<file path="config.mk">
export PLATFORM = sky130hd
export DESIGN_NAME = program_sequencer
export DESIGN_NICKNAME = d
export VERILOG_FILES = /design/src/rtl/program_sequencer.sv
export SDC_FILE = /design/constraint.sdc
export NUM_CORES = 1
export LEC_CHECK = 0
export CORE_AREA = 2 2 160 162
export DETAILED_ROUTE_END_ITERATION = 8
export DIE_AREA = 0 0 162 164
export PLACE_DENSITY_LB_ADDON = 0.2
export RECOVER_POWER = 25
export SLEW_MARGIN = 0
export SYNTH_ARGS = -nofsm -noshare
export SYNTH_HDL_FRONTEND = slang
export SYNTH_SLANG_ARGS = --single-unit
</file>
<file path="constraint.sdc">
create_clock -name clk -period 5.12 [get_ports clk]
set_input_delay 1.024 -clock clk [delete_from_list [all_inputs] [get_ports clk]]
set_output_delay 1.024 -clock clk [all_outputs]
set_load 0.05 [all_outputs]
</file>
<file path="src/rtl/program_sequencer.sv">
// Instruction-supply stage: assembles a byte-streamed program into a word memory, then issues
// the stored words in order over a valid/ready port, once or looping.
module program_sequencer #(
  parameter int unsigned DEPTH = 8,
  parameter int unsigned AW    = 3
) (
  input  logic            clk,
  input  logic            reset,
  input  logic            load_start,
  input  logic            load_valid,
  input  logic [7:0]      load_byte,
  output logic            load_ready,
  input  logic            load_done,
  input  logic            start,
  input  logic            loop,
  input  logic            halt,
  output logic            instr_valid,
  output logic [31:0]     instr,
  input  logic            instr_ready,
  output logic [AW-1:0]   pc,
  output logic [AW:0]     prog_len,
  output logic [15:0]     issue_cnt,
  output logic            busy,
  output logic            err
);

  typedef enum logic [1:0] {StIdle, StLoad, StRun} state_e;

  localparam logic [AW:0] LenMax = (AW+1)'(DEPTH);

  state_e      state;
  logic [1:0]  byte_cnt;
  logic [23:0] asm_q;
  logic [31:0] mem [DEPTH];

  logic       accept;
  logic       word_wr;
  logic       last;
  logic       xfer;
  logic [1:0] cnt_next;

  assign busy        = (state != StIdle);
  assign load_ready  = (state == StLoad) && (prog_len < LenMax);
  assign instr_valid = (state == StRun);
  assign instr       = instr_valid ? mem[pc] : '0;

  // A restart in the same cycle discards any byte offered alongside it.
  assign accept   = load_ready && load_valid && !load_start;
  assign word_wr  = accept && (byte_cnt == 2'd3);
  assign cnt_next = accept ? byte_cnt + 2'd1 : byte_cnt;
  assign last     = ({1'b0, pc} == prog_len - (AW+1)'(1));
  assign xfer     = instr_valid && instr_ready;

  // Program memory is deliberately left unreset.
  always_ff @(posedge clk) begin
    if (word_wr) begin
      mem[prog_len[AW-1:0]] <= {asm_q, load_byte};
    end
  end

  always_ff @(posedge clk or posedge reset) begin
    if (reset) begin
      state     <= StIdle;
      pc        <= '0;
      prog_len  <= '0;
      byte_cnt  <= '0;
      asm_q     <= '0;
      issue_cnt <= '0;
      err       <= 1'b0;
    end else begin
      case (state)
        StIdle: begin
          if (load_start) begin
            state    <= StLoad;
            prog_len <= '0;
            byte_cnt <= '0;
            err      <= 1'b0;
          end else if (start && (prog_len != '0)) begin
            state     <= StRun;
            pc        <= '0;
            issue_cnt <= '0;
          end
        end
        StLoad: begin
          if (load_start) begin
            prog_len <= '0;
            byte_cnt <= '0;
            err      <= 1'b0;
          end else begin
            if (load_valid && !load_ready) err <= 1'b1;
            if (accept) begin
              asm_q    <= {asm_q[15:0], load_byte};
              byte_cnt <= cnt_next;
            end
            if (word_wr) prog_len <= prog_len + (AW+1)'(1);
            // The same-cycle byte has already been counted into cnt_next.
            if (load_done) begin
              state <= StIdle;
              if (cnt_next != 2'd0) begin
                err      <= 1'b1;
                byte_cnt <= '0;
              end
            end
          end
        end
        StRun: begin
          if (xfer) begin
            issue_cnt <= issue_cnt + 16'd1;
            if (last) begin
              pc <= '0;
              if (!loop) state <= StIdle;
            end else begin
              pc <= pc + AW'(1);
            end
          end
          if (halt) begin
            state <= StIdle;
            pc    <= '0;
          end
        end
        default: state <= StIdle;
      endcase
    end
  end

endmodule
</file>
==> run_results.csv <==
group,metric,value,unit
place,dpl.hpwl,14500,um
cts,ctsResizeCount,0,
cts,worstSkewPairLatency,0.57,ns
grt,overflow,0,
sta,finalCriticalPeriod,4.26,ns
worst_setup_path,critPathBufInv,2,
sta,finalHoldViolations,0,
grt,grt_usage,20.0,%
logic_synthesis,synth-edff-count,256,
cts,cts_root_buf,"clkbuf_16",
die,die_w,162,um
cts,clkTransAtPathRegs,0.06,ns
pwr,seqPwrFrac,54.1,%
job,maxCapViolCount,0,
sta,max-slew-margin-rel,41.0,%
grt,antenna_found_initial,0,
logic_synthesis,synthFlopType,"edfxtp_1",
die,die_area,26600,um2
worst_setup_path,worstSetupPathType,"reg2out",
sta,rsz0062_at_grt,"no",
die,die_height,164,um
logic_synthesis,netlist_instances,683,
min_path,min_path_cells,1,
detailed_routing,via_count,6527,
worst_setup_path,rr_worst_depth,4,
cts,cts_hold_buffers,0,
worst_setup_path,path_cells,"buf_4 > mux4_2 > nand2_1 > a21oi_1 > clkdlybuf4s50_1",
place,placedInstanceArea,13500,um2
logic_synthesis,synth_cell_types,50,
place,gp_congestion,0.791,
finish,antenna_cells,0,
logic_synthesis,synth_common_cells,"256 x edfxtp_1, 76 x nand2_1, 64 x mux4_2",
pwr,p_leak,4.86,nW
worst_setup_path,slowest_delay,0.76,ns
finish,fin_area,14600,um2
cts,cts_made_buffers,31,
sta,tns,0,ns
worst_setup_path,crit_cells,5,
pwr,vdd_drop_max,0.000283,V
finish,area_growth,18.9,%
sta,min_period_over_period,83.2,%
detailed_routing,dr.pass1.iters,4,
worst_setup_path,path_delay_family,"buffers and inverters",
cts,cts_setup_buffers,0,
detailed_routing,drt.antenna.violating_nets,0,
sta,slew_viol_final,0,
cts,cts_tree,"built",
pwr,pwr-share-clk,40.5,%
logic_synthesis,yosysTopAreaCell,"edfxtp_1",
die,rows,58,
finish,nets,798,
worst_setup_path,start_kind,"flop",
sta,tightest_slew,0.880,ns
finish,drive_gt1_share,22.7,%
cts,clkSinkCount,308,
grt,grt_pass1_wl,40200,um
worst_setup_path,critPathSlowestCell,"dfrtp_4",
detailed_routing,drc,0,
pwr,switching_share,22.4,%
min_path,hold_path.class,"reg2reg",
logic_synthesis,yosysWarnings,0,
pwr,switchingPower,1.30,mW
die,start_util,49.3,%
grt,grt_pass1_vias,6784,
logic_synthesis,ys_seq_area_share,73.4,%
place,port_buffers,75,
sta,fin_worst_skew,0.0258,ns
worst_setup_path,arrival,3.24,ns
grt,grt_start_max_net_pins,36,
logic_synthesis,synth_nets,705,
sta,setup_viol,0,
die,io_pins,76,
sta,fmax,235,MHz
worst_setup_path,cp_max_fo,27,
die,core-area,24800,um2
worst_setup_path,cp-end-kind,"output port",
pwr,power_density,399,nW/um2
pwr,p_comb_share,5.4,%
detailed_routing,viasPerCell,5.77,
worst_setup_path,cp_data_required_time,4.10,ns
logic_synthesis,synth.most_common_cell,"edfxtp_1",
detailed_routing,routed_wl,25800,um
detailed_routing,first_iter_violations,458,
run_status,outcome,"finished clean",
logic_synthesis,yosys-top-cells-area,"edfxtp_1 63%, mux4_2 12%, dfrtp_1 11%",
pwr,p_int,4.51,mW
logic_synthesis,async_flop_share,16.9,%
logic_synthesis,synth_seq_cells,308,
detailed_routing,wire_per_inst,22.8,um
cts,cts_buffer_depth,3,
cts,htreeDepth,1,
logic_synthesis,postSynthAreaPerCell,17.9,um2
logic_synthesis,synth_top_area_share,62.8,%
logic_synthesis,synth_area,12200,um2
-- cells by family (layout without fill, tap and decap cells) --
group	count (synthesis)	count (layout)	share of synthesized area, %
multiplexers	90	90	14.1
AND/OR/NAND/NOR	154	154	6.13
buffers and inverters	47	165	1.75
adder cells (fa/ha/maj)	5	5	0.511
AO/OA/AOI/OAI	65	65	3.08
flip-flops	308	308	73.4
XOR/XNOR	14	14	1.00
-- per-layer routing --
layer / GRT usage (%) / share of wire (%) / up-vias
met5: 0 / 0 / -
met4: 4.71 / 1.3 / 0
met3: 2.45 / 4.0 / 26
met2: 34.4 / 51 / 156
met1: 27.8 / 44 / 3484
li1: - / - / 2861
-- final cells by class --
class | instances | area, um2
fill | 1886 | 10300
sequential | 308 | 8990
multi-input combinational | 328 | 3110
timing repair buffer | 95 | 913
clock buffer | 38 | 832
tap | 330 | 413
clock inverter | 20 | 249
inverter | 12 | 45.0
-- final timing paths --
kind                                     startpoint                  endpoint  slack (ns)
setup reg to reg               state[1]$_DFFE_PP0P_       mem[6][1]$_DFFE_PP_        2.38
min in group asynchronous                     reset      asm_q[4]$_DFFE_PP0P_        0.91
max in group asynchronous                     reset           err$_DFFE_PP0P_        3.35
hold reg to reg            issue_cnt[6]$_DFFE_PP0P_  issue_cnt[6]$_DFFE_PP0P_        0.55
setup / recovery                  pc[0]$_DFFE_PP0P_                  instr[0]        0.86
hold / removal             issue_cnt[6]$_DFFE_PP0P_  issue_cnt[6]$_DFFE_PP0P_        0.55
-- power by group through the flow --
stage | clock network (mW) | registers, mW | logic [mW]
finish | 2.35 | 3.15 | 0.315
global route | 2.50 | 3.18 | 0.341
CTS | 2.40 | 3.15 | 0.321
detailed placement | 0 | 3.20 | 0.318
global placement | 0 | 3.18 | 0.311
floorplan | 0 | 3.13 | 0.211
-- sequential cells by signal (all words and copies together) (netlist names) --
register	flops
err	1
pc	3
prog_len	4
asm_q	24
state	2
byte_cnt	2
mem	256
issue_cnt	16
-- per-stage QoR --
| step | hold slack (ns) | std cells | total power, mW | utilization, % | setup WS, ns |
|---|---|---|---|---|---|
| 2_1_floorplan | 0.505 | 683 | 3.34 | - | 0.800 |
| 3_3_place_gp | 0.513 | 1073 | 3.49 | 54.3 | 1.37 |
| 3_5_place_dp | 0.511 | 1073 | 3.52 | 54.3 | 1.37 |
| 5_1_grt | 0.580 | 1131 | 6.02 | 58.7 | 0.631 |
| 6_report | 0.547 | 1131 | 5.81 | 58.7 | 0.860 |
| 4_1_cts | 0.533 | 1131 | 5.87 | 58.7 | 0.761 |
-- layout by cell type (no fill, tap or decap), types with 5 or more instances in the layout --
cell type        Yosys  routed
a21oi_1             36      36
and3_1               5       5
buf_4                3      19
bufinv_16            0       5
clkbuf_16            0      31
clkdlybuf4s50_1      0      75
clkinv_2             0       6
dfrtp_1             52      50
edfxtp_1           256     256
ha_1                 5       5
inv_1               10       9
mux2_2              24      24
mux4_2              64      64
nand2_1             76      76
nand2b_1             6       5
nand3_1              8       8
nand4_1              7       7
nor2_1              27      24
nor3_1               9       5
o21ai_0             11      11
xnor2_1              6       6
xor2_1               8       8
(Power assumes the default switching activity.)
